`config.mk`:
```
export PLATFORM = sky130hd
export DESIGN_NAME = pkt_cell_writer
export DESIGN_NICKNAME = d
export VERILOG_FILES = /design/src/rtl/pkt_cell_writer.sv
export SDC_FILE = /design/constraint.sdc
export NUM_CORES = 1
export LEC_CHECK = 0
export ABC_AREA = 1
export CAP_MARGIN = 20
export CORE_AREA = 2 2 482 484
export CTS_CLUSTER_SIZE = 20
export DETAILED_ROUTE_END_ITERATION = 10
export DIE_AREA = 0 0 484 486
export SLEW_MARGIN = 20
export SYNTH_ARGS = -nofsm -noshare
export SYNTH_HDL_FRONTEND = slang
export SYNTH_SLANG_ARGS = --single-unit
```
`constraint.sdc`:
```
create_clock -name clk -period 2.55 [get_ports clk]
set_input_delay 0.51 -clock clk [delete_from_list [all_inputs] [get_ports clk]]
set_output_delay 0.51 -clock clk [all_outputs]
set_load 0.05 [all_outputs]
```
`src/rtl/pkt_cell_writer.sv`:
```
// pkt_cell_writer: ingress stage in front of the cell allocator.
// Each incoming AXI-S packet claims one cell. Its beats are written straight
// into cell memory, and a {cell_id,len,trunc} descriptor is then offered
// downstream. A packet that gets no cell is consumed, discarded and counted.
// The write path is combinational from the accepted beat, so it adds no latency.
module pkt_cell_writer #(
   parameter int DATA_WIDTH      = 512,
   parameter int KEEP_WIDTH      = DATA_WIDTH / 8,
   parameter int CELL_NUM        = 64,
   parameter int CELL_ID_WIDTH   = $clog2(CELL_NUM),
   parameter int CELL_BEATS      = 24,
   parameter int BEAT_IDX_WIDTH  = $clog2(CELL_BEATS),
   parameter int LEN_WIDTH       = 16,
   parameter bit DROP_ON_INTENSE = 1'b1
) (
   input  logic                                  clk,
   input  logic                                  rst_n,
   input  logic [DATA_WIDTH-1:0]                 s_axis_tdata,
   input  logic [KEEP_WIDTH-1:0]                 s_axis_tkeep,
   input  logic                                  s_axis_tvalid,
   output logic                                  s_axis_tready,
   input  logic                                  s_axis_tlast,
   output logic                                  alloc_mem_req,
   output logic [LEN_WIDTH-1:0]                  alloc_mem_size,
   input  logic [CELL_ID_WIDTH-1:0]              alloc_cell_id,
   input  logic                                  alloc_mem_success,
   input  logic                                  alloc_mem_intense,
   output logic                                  mem_wr_en,
   output logic [CELL_ID_WIDTH+BEAT_IDX_WIDTH-1:0] mem_wr_addr,
   output logic [DATA_WIDTH-1:0]                 mem_wr_data,
   output logic [KEEP_WIDTH-1:0]                 mem_wr_strb,
   output logic                                  m_desc_valid,
   input  logic                                  m_desc_ready,
   output logic [CELL_ID_WIDTH-1:0]              m_desc_cell_id,
   output logic [LEN_WIDTH-1:0]                  m_desc_len,
   output logic                                  m_desc_trunc,
   output logic [31:0]                           drop_count
);

   localparam int CNT_W = $clog2(KEEP_WIDTH + 1);
   // The beat counter has one extra bit so it can sit at CELL_BEATS, even
   // when CELL_BEATS is a power of two.
   localparam logic [BEAT_IDX_WIDTH:0] BEATS_MAX = (BEAT_IDX_WIDTH + 1)'(CELL_BEATS);

   typedef enum logic [1:0] {
      ST_IDLE  = 2'd0,
      ST_WRITE = 2'd1,
      ST_DROP  = 2'd2,
      ST_DESC  = 2'd3
   } state_t;

   state_t                     state_q,   state_d;
   logic [CELL_ID_WIDTH-1:0]   cell_id_q, cell_id_d;
   logic [LEN_WIDTH-1:0]       len_q,     len_d;
   logic                       trunc_q,   trunc_d;
   logic [BEAT_IDX_WIDTH:0]    beat_q,    beat_d;
   logic [31:0]                drop_q,    drop_d;

   logic                       tready_c;
   logic                       req_c;
   logic                       wr_en_c;
   logic [CELL_ID_WIDTH-1:0]   wr_id_c;
   logic [BEAT_IDX_WIDTH-1:0]  wr_beat_c;
   logic [CNT_W-1:0]           keep_cnt;

   // Add the byte count to the length, clamping at the all-ones maximum.
   function automatic logic [LEN_WIDTH-1:0] len_add(input logic [LEN_WIDTH-1:0] base,
                                                    input logic [CNT_W-1:0]     cnt);
      logic [LEN_WIDTH:0] sum;
      sum = {1'b0, base} + (LEN_WIDTH + 1)'(cnt);
      return sum[LEN_WIDTH] ? {LEN_WIDTH{1'b1}} : sum[LEN_WIDTH-1:0];
   endfunction

   // Count the valid bytes in the current beat.
   always_comb begin
      keep_cnt = '0;
      for (int i = 0; i < KEEP_WIDTH; i++) begin
         keep_cnt = keep_cnt + CNT_W'(s_axis_tkeep[i]);
      end
   end

   // Next-state logic and the combinational handshake and write strobes.
   always_comb begin
      state_d   = state_q;
      cell_id_d = cell_id_q;
      len_d     = len_q;
      trunc_d   = trunc_q;
      beat_d    = beat_q;
      drop_d    = drop_q;
      tready_c  = 1'b0;
      req_c     = 1'b0;
      wr_en_c   = 1'b0;
      wr_id_c   = cell_id_q;
      wr_beat_c = '0;

      case (state_q)
         ST_IDLE: begin
            // A request is made only when there is a beat to place, and not
            // while the allocator reports pressure. A grant consumes a cell.
            req_c = s_axis_tvalid & ~(DROP_ON_INTENSE & alloc_mem_intense);
            if (s_axis_tvalid) begin
               tready_c = 1'b1;
               if (req_c && alloc_mem_success) begin
                  cell_id_d = alloc_cell_id;
                  wr_en_c   = 1'b1;
                  wr_id_c   = alloc_cell_id;
                  wr_beat_c = '0;
                  len_d     = len_add('0, keep_cnt);
                  trunc_d   = 1'b0;
                  beat_d    = (BEAT_IDX_WIDTH + 1)'(1);
                  state_d   = s_axis_tlast ? ST_DESC : ST_WRITE;
               end else begin
                  drop_d  = drop_q + 32'd1;
                  state_d = s_axis_tlast ? ST_IDLE : ST_DROP;
               end
            end
         end
         ST_WRITE: begin
            tready_c = 1'b1;
            if (s_axis_tvalid) begin
               if (beat_q < BEATS_MAX) begin
                  wr_en_c   = 1'b1;
                  wr_beat_c = beat_q[BEAT_IDX_WIDTH-1:0];
                  len_d     = len_add(len_q, keep_cnt);
                  beat_d    = beat_q + 1'b1;
               end else begin
                  trunc_d = 1'b1;
               end
               if (s_axis_tlast) begin
                  state_d = ST_DESC;
               end
            end
         end
         ST_DROP: begin
            tready_c = 1'b1;
            if (s_axis_tvalid && s_axis_tlast) begin
               state_d = ST_IDLE;
            end
         end
         ST_DESC: begin
            if (m_desc_ready) begin
               state_d = ST_IDLE;
            end
         end
         default: state_d = ST_IDLE;
      endcase
   end

   // State and datapath registers. A cell held at reset is not returned,
   // because the allocator shares this reset.
   always_ff @(posedge clk or negedge rst_n) begin
      if (!rst_n) begin
         state_q   <= ST_IDLE;
         cell_id_q <= '0;
         len_q     <= '0;
         trunc_q   <= 1'b0;
         beat_q    <= '0;
         drop_q    <= '0;
      end else begin
         state_q   <= state_d;
         cell_id_q <= cell_id_d;
         len_q     <= len_d;
         trunc_q   <= trunc_d;
         beat_q    <= beat_d;
         drop_q    <= drop_d;
      end
   end

   // Combinational outputs are gated by rst_n, so they read zero
   // while reset is held.
   assign s_axis_tready  = rst_n & tready_c;
   assign alloc_mem_req  = rst_n & req_c;
   assign alloc_mem_size = LEN_WIDTH'(CELL_BEATS * KEEP_WIDTH);
   assign mem_wr_en      = rst_n & wr_en_c;
   assign mem_wr_addr    = mem_wr_en ? {wr_id_c, wr_beat_c} : '0;
   assign mem_wr_data    = mem_wr_en ? s_axis_tdata : '0;
   assign mem_wr_strb    = mem_wr_en ? s_axis_tkeep : '0;
   assign m_desc_valid   = (state_q == ST_DESC);
   assign m_desc_cell_id = cell_id_q;
   assign m_desc_len     = len_q;
   assign m_desc_trunc   = trunc_q;
   assign drop_count     = drop_q;

endmodule

```
==> reports/metrics.cfg <==
[cts]
cts_tree = done
clkTransAtPathRegs_ns = 0.07
clock_latency_ns = 0.38
cts-root-buf = clkbuf_16
cts-htree-levels = 3
cts.path.max_buffers = 2
numCtsBuffers = 9
clock-sinks = 63

[cells_and_area]
synthToLayoutAreaGrowth_pct = 268.3
nets = 4189
drive_gt1_frac = 0.4922

[sta]
final-hold-violation-count = 0
setup_viol = 604
fin_crit_sh = 2.565
holdWs_ns = 0.3221
setup_slack_ns = -3.992
max_slew.worst_pin.slew_ns = 0.8388
slew_violations = 0
skew_ns = 0.01526
fmax_mhz = 152.9
maxSlewHeadroom = 0.4365
period_minus_slack_ns = 6.542
fin_tns_setup_ns = -238.47
rsz0062_at_grt = yes

[logic_synthesis]
syn-cell-area_um2 = 10870
ys_types = 40
synth_ff_type = dfrtp_1
yosys_warnings = 0
syn_inst = 1981
yosysTopAreaCellShare = 0.2429
syn_avg_cell_area_um2 = 5.485
synth_common_cells = inv_1, nor2_1, nand2_1
synth_most_common_cell = inv_1
async_flop_share = 1.000
ys_top_cells_by_area = inv_1, nor2_1, dfrtp_1
synth-edff-count = 0
synth_largest_area_cell = inv_1
ys_seq_elements = 63
synth.yosys.seq_area_share = 0.1451

[setup_path]
crit_family = adder cells
cp-start-kind = input pin
critPathMaxStageDelay_ns = 0.56
cpMaxStageDelayCell = fa_2
cp.required_ns = 2.85
path_class = in -> reg
end_kind = flop
arrival_ns = 6.84
crit_top_cell = fa_1
critPathBufInv = 6
path_max_fanout = 8

[floorplanning]
die_h_um = 486
coreArea_um2 = 229500
die-area_um2 = 235200
rows = 176
initial_core_util = 0.04735
ios = 1251
die-width_um = 484

[power_and_ir_drop]
vdd.ir_drop.worst_mv = 3.723
internal_power_mw = 20.63
p_switching_mw = 22.21
p_seq_frac = 0.037
power_frac_clock = 0.034
switching_share = 0.5184
combPwrFrac = 0.929
p_leak_nw = 17.27
power_density_nw_per_um2 = 1071

[global_routing]
grt_pass1_wl_um = 268500
grt_usage = 0.1876
grt_max_degree = 36
grt_pass1_vias = 18520
grt_overflow = 0
antenna_found_initial = 358

[place]
io_buffers = 1234
place.gp.congestion = 0.9998
dp_hpwl_um = 210200
dpl_worst_slack_ns = -4.925

[route]
drt-vias-per-instance = 2.921
vias = 19290
dr.pass1.iters = 5
wirelength_um = 228700
route.detailed.drc = 0
wl_per_cell_um = 34.64
antenna_left = 0
drtIter0Drc = 781

[hold_path]
hp-class = in -> async

[run]
cap_violations = 0

[status]
violations = negative setup slack
status = finished, violations left

## power by group through the flow
stage	clock network, mW	registers (mW)	logic, mW
4_1_cts	1.51	1.59	37.6
6_report	1.45	1.59	39.8
5_1_grt	1.54	1.62	42.3
3_5_place_dp	0	1.60	31.0
2_1_floorplan	0	2.18	19.0
3_3_place_gp	0	1.59	31.3
## worst register-to-register path, cell delays in order, from the launching register on
cell and delay, ns:
dfrtp_1 0.43, inv_2 0.11, ha_4 0.15, nand2_4 0.06, nor2_4 0.13, buf_4 0.14, buf_8 0.13, clkinvlp_4 0.20
buf_4 0.20, buf_4 0.13, nor2_1 0.14, buf_4 0.19, nand3_1 0.15, nand3_1 0.11
## area by class of cell
class / count / area (µm²)
fillers: 25660 / 189400
repair buffers: 1598 / 20900
multi-input cells: 1137 / 10610
well taps: 3026 / 3786
inverters: 707 / 2678
flip-flops and latches: 63 / 1577
clock buffers: 9 / 225.2
diodes: 56 / 140.1
clock inverters: 7 / 100.1
## sequential cells by signal (all words and copies together), names as in the netlist
| signal | flops |
|---|---|
| m_desc_len | 16 |
| state_q | 2 |
| m_desc_trunc | 1 |
| beat_q | 6 |
| m_desc_cell_id | 6 |
| drop_count | 32 |
## final timing paths
kind / cells past startpoint / slack [ns] / to / startpoint
worst max-delay path: 28 / -3.99 / m_desc_len[10]$_DFFE_PN0P_ / s_axis_tkeep[37]
worst min-delay path: 2 / 0.32 / beat_q[5]$_DFFE_PN0P_ / rst_n
worst max register to register: 13 / 0.25 / m_desc_len[5]$_DFFE_PN0P_ / state_q[0]$_DFFE_PN0P_
worst min register to register: 2 / 0.52 / m_desc_len[0]$_DFFE_PN0P_ / m_desc_len[0]$_DFFE_PN0P_
max in group asynchronous: 3 / 1.30 / m_desc_len[12]$_DFFE_PN0P_ / rst_n
min in group clk: 2 / 0.52 / m_desc_len[0]$_DFFE_PN0P_ / m_desc_len[0]$_DFFE_PN0P_
## cells by family after synthesis
kind of cell / after synthesis / synth area share
AO/OA/AOI/OAI: 47 / 0.02464
buffers and inverters: 796 / 0.3177
adder cells (fa/ha/maj): 84 / 0.1347
XOR/XNOR: 25 / 0.02015
AND/OR/NAND/NOR: 964 / 0.3570
other: 2 / 0.0006912
flip-flops: 63 / 0.1451
## layer usage
metal | vias to the layer above | GRT usage | routed length, µm
met2 | 1313 | 0.2997 | 101500
met1 | 8717 | 0.2082 | 86640
met3 | 497 | 0.1312 | 34560
met4 | 220 | 0.02140 | 4611
met5 | - | 0 | 1418
li1 | 8539 | - | -
## stage by stage
stage          area [µm²]    util  total power [mW]  cells
2_1_floorplan       12180       -             21.19   1995
3_3_place_gp        31220  0.1361             32.86   6354
3_5_place_dp        31220  0.1361             32.64   6354
4_1_cts             36590  0.1594             40.71   6520
5_1_grt             39900  0.1739             45.44   6557
6_report            40020  0.1744             42.84   6603
## timing repair
| action | 4_1_cts | 5_1_grt |
|---|---|---|
| pin swaps | 81 | 117 |
| cloned | 39 | 13 |
| resized for setup | 847 | 779 |
| hold buffers | 0 | 0 |
| buffers inserted | 145 | 40 |
| endpoints found under the hold margin | 0 | 0 |
| endpoints found under the setup margin | 601 | 605 |
## cells in the final DEF, fill, tap and decap left out, drive strengths merged, types with 8 or more instances in the layout
master	instances
a21oi	14
buf	986
clkbuf	32
clkdlybuf4s15	13
clkdlybuf4s50	570
conb	16
dfrtp	63
diode	56
fa	55
ha	29
inv	710
nand2	210
nand3	52
nand4	14
nor2	651
nor3	20
o21ai	26
or2	8
xor2	20
Power figures use the tool's default switching activity.
